==> src/rtl/ssi_tx.sv <==
// rtl/ssi_tx.sv - master-mode I2S-style serial transmitter with double-buffered left/right words
module ssi_tx #(
    parameter int WIDTH = 16,
    parameter int DIV_W = 8
) (
    input  logic             sys_clk,
    input  logic             reset,
    input  logic             enable,
    input  logic [DIV_W-1:0] sclk_div,
    input  logic [WIDTH-1:0] left_data,
    input  logic             wr_left,
    input  logic [WIDTH-1:0] right_data,
    input  logic             wr_right,
    output logic             ready_l,
    output logic             ready_r,
    output logic             sclk,
    output logic             ws,
    output logic             sdata,
    output logic             frame,
    output logic             underrun
);
    localparam int FRAME = 2 * WIDTH;
    localparam int SW = $clog2(FRAME);
    localparam logic [SW-1:0] SLOT_LAST = SW'(FRAME - 1);
    localparam logic [SW-1:0] SLOT_WS   = SW'(WIDTH - 1);

    logic [DIV_W-1:0] div_cnt;
    logic [SW-1:0]    slot;
    logic [SW-1:0]    slot_next;
    logic [FRAME-2:0] shifter;
    logic [WIDTH-1:0] left_hold;
    logic [WIDTH-1:0] right_hold;
    logic [WIDTH-1:0] left_load;
    logic [WIDTH-1:0] right_load;

    // an empty holding register contributes a silent (all-zero) half frame
    always_comb begin
        slot_next  = (slot == SLOT_LAST) ? '0 : slot + 1'b1;
        left_load  = ready_l ? '0 : left_hold;
        right_load = ready_r ? '0 : right_hold;
    end

    always_ff @(posedge sys_clk) begin
        if (reset) begin
            div_cnt    <= '0;
            sclk       <= 1'b0;
            slot       <= SLOT_LAST;
            ws         <= 1'b0;
            sdata      <= 1'b0;
            shifter    <= '0;
            frame      <= 1'b0;
            underrun   <= 1'b0;
            ready_l    <= 1'b1;
            ready_r    <= 1'b1;
            left_hold  <= '0;
            right_hold <= '0;
        end else begin
            frame    <= 1'b0;
            underrun <= 1'b0;
            if (!enable) begin
                div_cnt <= '0;
                sclk    <= 1'b0;
                slot    <= SLOT_LAST;
                ws      <= 1'b0;
                sdata   <= 1'b0;
                shifter <= '0;
            end else if (div_cnt == sclk_div) begin
                div_cnt <= '0;
                sclk    <= ~sclk;
                if (sclk) begin
                    slot <= slot_next;
                    // word select leads the data by one slot
                    ws   <= (slot_next >= SLOT_WS) && (slot_next != SLOT_LAST);
                    if (slot_next == '0) begin
                        shifter  <= {left_load[WIDTH-2:0], right_load};
                        sdata    <= left_load[WIDTH-1];
                        frame    <= 1'b1;
                        underrun <= ready_l | ready_r;
                        ready_l  <= 1'b1;
                        ready_r  <= 1'b1;
                    end else begin
                        shifter <= {shifter[FRAME-3:0], 1'b0};
                        sdata   <= shifter[FRAME-2];
                    end
                end
            end else begin
                div_cnt <= div_cnt + 1'b1;
            end
            // writes come after the load so a same-cycle write lands for the next frame
            if (wr_left) begin
                left_hold <= left_data;
                ready_l   <= 1'b0;
            end
            if (wr_right) begin
                right_hold <= right_data;
                ready_r    <= 1'b0;
            end
        end
    end
endmodule

==> config.mk <==
export PLATFORM = sky130hd
export DESIGN_NAME = ssi_tx
export DESIGN_NICKNAME = d
export VERILOG_FILES = /design/src/rtl/ssi_tx.sv
export SDC_FILE = /design/constraint.sdc
export NUM_CORES = 1
export LEC_CHECK = 0
export BUFFER_PORTS_ARGS = -buffer_cell sky130_fd_sc_hd__buf_4
export CORE_AREA = 2 2 159 83
export CTS_CLUSTER_SIZE = 28
export DETAILED_ROUTE_END_ITERATION = 6
export DIE_AREA = 0 0 161 85
export HOLD_SLACK_MARGIN = 0.05
export PLACE_DENSITY = 0.44
export SETUP_SLACK_MARGIN = 0.2
export SYNTH_ARGS = -nofsm -noshare
export SYNTH_HDL_FRONTEND = slang
export SYNTH_SLANG_ARGS = --single-unit
==> constraint.sdc <==
create_clock -name sys_clk -period 5.61 [get_ports sys_clk]
set_input_delay 1.122 -clock sys_clk [delete_from_list [all_inputs] [get_ports sys_clk]]
set_output_delay 1.122 -clock sys_clk [all_outputs]
set_load 0.005 [all_outputs]
# Yosys cells after proc, flatten, opt, wreduce, memory -nomap -nowiden
# Index checks and enable logic that the tools add are counted.
# Widths: inputs -> output; s select.
[word_totals]
regBits = 83
in_bits = 45
output_inout_bits = 7
wordCells = 52
[classes]
n_addsub = 2
n_lt_le_gt_ge = 1
n_eq_ne = 3
n_mux = 12
n_bitwise = 5
reduce_logical = 17
[ops]
columns = ["cell", "count"]
rows = [
  ["$mux 16", 2],
  ["$mux 31", 1],
  ["$reduce_bool 2->1", 8],
  ["$add 8x1->8 const B", 1],
  ["$eq 8x8->1", 1],
  ["$mux 1", 8],
  ["$reduce_and 4->1", 2],
  ["$add 5x1->5 const B", 1],
  ["$eq 5x5->1 const B", 1],
  ["$ge 5x4->1 const B", 1],
  ["$logic_not 5->1", 1],
  ["$mux 5", 1],
  ["$ne 5x5->1 const B", 1],
  ["$reduce_or 5->1", 1],
  ["$not 1->1", 4],
  ["$reduce_or 4->1", 1],
  ["$reduce_or 3->1", 1],
  ["$reduce_and 2->1", 1],
  ["$reduce_or 2->1", 1],
  ["$logic_and 1x1->1", 1],
  ["$or 1x1->1", 1],
]

# Logic depth before layout (Yosys ltp)
[depth]
depth_word = 8
mapped_depth = 11

# Least setup slack after synthesis
# Ideal clock, no wire load.
[synth_timing]
kind = "input -> register"
from = "in sclk_div[2]"
to = "reg shifter[10]"
setup_ps = 123
arrival_ps = 2248
t_required_ps = 5487
path_slack_ps = 3239
path_stages = 6
path_cell_list = "xor2_1 -> nor4_2 -> a31oi_1 -> clkbuf_1 -> nand2_1 -> o21ai_0"
[synth_between]
elab_chain_len = 2
[synth_rtl]
columns = ["element", "line", "source"]
rows = [
  ["start: declaration", "9", "input logic [DIV_W-1:0] sclk_div,"],
  ["$eq 8x8->1", "67", "end else if (div_cnt == sclk_div) begin"],
  ["$reduce_and 2->1 (no line)", "n/a", ""],
  ["end signal: assignment", "75", "shifter <= {left_load[WIDTH-2:0], right_load};"],
  ["end signal: assignment", "82", "shifter <= {shifter[FRAME-3:0], 1'b0};"],
  ["end: declaration", "30", "logic [FRAME-2:0] shifter;"],
]
# No other way between the ends.
# A chain may end at the register's enable or synchronous reset.

# Final worst setup path
[layout_timing]
from = "reg slot[0]"
to = "reg shifter[9]"
[layout_between]
elab_chain_len = 4
word_cells_on_any_way = 5
cone_classes = "add/sub: 1; eq/ne: 1; mux: 2; reduce/logical: 1"
[layout_rtl]
columns = ["element", "line", "source"]
rows = [
  ["start: declaration", "28", "logic [SW-1:0] slot;"],
  ["start signal: assignment", "71", "slot <= slot_next;"],
  ["$add 5x1->5 or $eq 5x5->1 (tied branches)", "38", "slot_next = (slot == SLOT_LAST) ? '0 : slot + 1'b1;"],
  ["$mux 5 (*)", "38", ""],
  ["$logic_not 5->1 (*)", "74", "if (slot_next == '0) begin"],
  ["$mux 31 (*)", "74", ""],
]
# Mark *: on every way between the ends. The rest lies on a longest branch, timed or not.

==> impl_metrics.ini <==
[status]
outcome = completed

[critical_path]
crit_fanout = 36
crit_arrival_ps = 3260
cp-start-kind = flip-flop
crit_type = reg2reg
critPathRequiredTime_ps = 5820
setup.worst_path.end_class = flip-flop

[timing]
relSlewSlack_pct = 19.83
worst_pin_slew_ps = 1203
timing.final.crit_period_ps = 3050
slew_violations = 0
grt_setup_unrepaired = no
fin_skew_ps = 6.859
fmax_mhz = 327.9
tns_ps = 0
post-route-period-util_pct = 54.37
hold_viol = 0
setup_viol = 0

[grt]
globalRouteTotalUtil_pct = 12.34
grt_util_met2_pct = 17.32
antenna_found_initial = 0
use_met1_pct = 17.67
grt-ovfl-total = 0
use_met3_pct = 4.643
grt_pass1_vias = 2644
busiest_layer = met1
grt_first_pass_wirelength_um = 13390
grt_max_degree = 37

[floorplanning]
die_area_um2 = 13690
start_util_pct = 29.37
fp.dieH_um = 85
num_io_pins = 52
coreArea_um2 = 12340
fp-row-count = 29
die_x_um = 161

[detailed_routing]
ant_nets = 0
routed_wirelength_um = 7794
vias_per_cell = 4.388
dr_total_vias = 2659
drc_errors = 0
first_pass_iters = 4
wl_per_cell_um = 12.86
drt_iter0_drc = 118

[placement]
dpl_cell_area_um2 = 4136
port_buffers = 51
dpl.hpwl_um = 5229
place_congestion = 0.7989

[cts]
cts_made_buffers = 9
clock_sinks = 83
cts_resized = 0
post_cts_buffers = 0
cts-root-buf = clkbuf_16
tritoncts = yes
cts.htree.levels = 3
postCtsHoldBufs = 0
clock_path_buffers = 2
clkLatencyLatePin_ps = 340
clkTransAtPathRegs_ps = 60

[yosys]
synth_warnings = 0
synth_area_um2 = 3623
yosys_register_bits = 83
ys.flop_type = dfxtp_1
ys_seq_area_share_pct = 45.86
syn_nets = 437
synth_cell_types = 37
synth_cells = 387
synth_edf_count = 0
synthArstFlopShare_pct = 0
avgSynthCellArea_um2 = 9.363

[cells_and_area]
nNetsFinal = 481
layout-drive-gt1-share_pct = 17.89
final_util_pct = 35.99
final_area_um2 = 4441
area_growth_syn_to_layout_pct = 22.55
diodes = 0
n_fill_cell = 1268

[pwr]
leakagePower_nw = 1.984
power_density_nw_per_um2 = 292.3
max-vdd-ir-drop_mv = 0.1043

[flow_run]
maxCapViolations = 0

[hold_path]
hold_class = reg2reg
==> worst max-delay path: stages, from the launching register on <==
cell      delay [ps]
dfxtp_1          420
ha_1             260
and3_1           190
ha_1             320
nor2b_1           80
mux2i_1          180
and4bb_2        1050
mux2i_1          290
o21ai_0           90
==> final cells by class <==
cell class | count | area, um2 | share of cell area, %
Multi-Input combinational cell | 279 | 1842 | 41.48
Sequential cell | 83 | 1662 | 37.42
Timing Repair Buffer | 54 | 405.4 | 9.129
Clock buffer | 10 | 239.0 | 5.382
Tap cell | 170 | 212.7 | 4.790
Clock inverter | 6 | 65.06 | 1.465
Inverter | 4 | 15.01 | 0.3381
==> final timing paths <==
check | from | end | slack [ps] | cells past startpoint
hold reg to reg | shifter[6] | shifter[6] | 450 | 2
setup reg to reg | slot[0] | shifter[9] | 2560 | 8
hold / removal | shifter[6] | shifter[6] | 450 | 2
setup / recovery | slot[0] | shifter[9] | 2560 | 8
==> registers in the layout, summed over array words and instances (netlist names) <==
name and cells:
slot 5, div_cnt 8, shifter 31, frame 1, sdata 1, underrun 1, ready_r 1, sclk 1
ws 1, ready_l 1, left_hold 16, right_hold 16
==> kinds of logic after synthesis <==
group                    Yosys count  synth area share [%]
AND/OR/NAND/NOR                  144                 19.54
flip-flops                        83                 45.86
multiplexers                      65                 17.96
AO/OA/AOI/OAI                     50                 7.804
buffers and inverters             25                 3.487
XOR/XNOR                          15                 3.626
adder cells (fa/ha/maj)            5                 1.727
==> Yosys cell counts (2+ instances only) <==
cell type,number,area (um2)
a21oi_1,6,30.03
a2bb2oi_1,2,17.52
and3_1,3,18.77
buf_2,2,10.01
buf_6,3,33.78
clkbuf_1,12,45.04
clkbuf_2,3,15.01
dfxtp_1,83,1662
ha_1,5,62.56
inv_1,4,15.01
mux2i_1,65,650.6
nand2_1,39,146.4
nand2b_1,3,18.77
nand3_1,6,30.03
nand3b_1,2,15.01
nor2_1,48,180.2
nor2b_1,34,212.7
nor4_2,2,25.02
o21ai_0,26,130.1
o21ai_1,9,45.04
xnor2_1,3,26.28
xor2_1,12,105.1
==> power by group <==
group / switching [W] / internal (W)
Sequential: 0.0000105 / 0.000605
Combinational: 0.0000393 / 0.0000460
Clock: 0.000241 / 0.000357
Total: 0.000291 / 0.00101
==> stage by stage <==
stage / hold WS, ps / worst slack, ps / std cells / total power (W)
after global routing: 465.7 / 2270 / 606 / 0.001362
final: 447.8 / 2560 / 606 / 0.001298
after CTS: 451.7 / 2578 / 606 / 0.001322
after global placement: 435.7 / 2728 / 590 / 0.0007141
after floorplan: 424.4 / 3239 / 387 / 0.0006748
after detailed placement: 442.4 / 2588 / 590 / 0.0007153
==> cell usage in the layout (no fill, tap or decap), types with 5 or more instances in the layout <==
cell type | Yosys | routed
dfxtp_1 | 83 | 83
mux2i_1 | 65 | 65
buf_4 | 1 | 54
nor2_1 | 48 | 48
nand2_1 | 39 | 39
nor2b_1 | 34 | 34
o21ai_0 | 26 | 26
xor2_1 | 12 | 12
o21ai_1 | 9 | 9
clkbuf_16 | 0 | 9
nand3_1 | 6 | 6
a21oi_1 | 6 | 6
ha_1 | 5 | 5
==> routing by layer <==
metal / routed length, um / up-vias
met5: 0 / -
met4: 75 / 0
met3: 380 / 6
met2: 3109 / 35
met1: 4229 / 1221
li1: - / 1397
No activity file was read; power rests on OpenSTA's default activity.
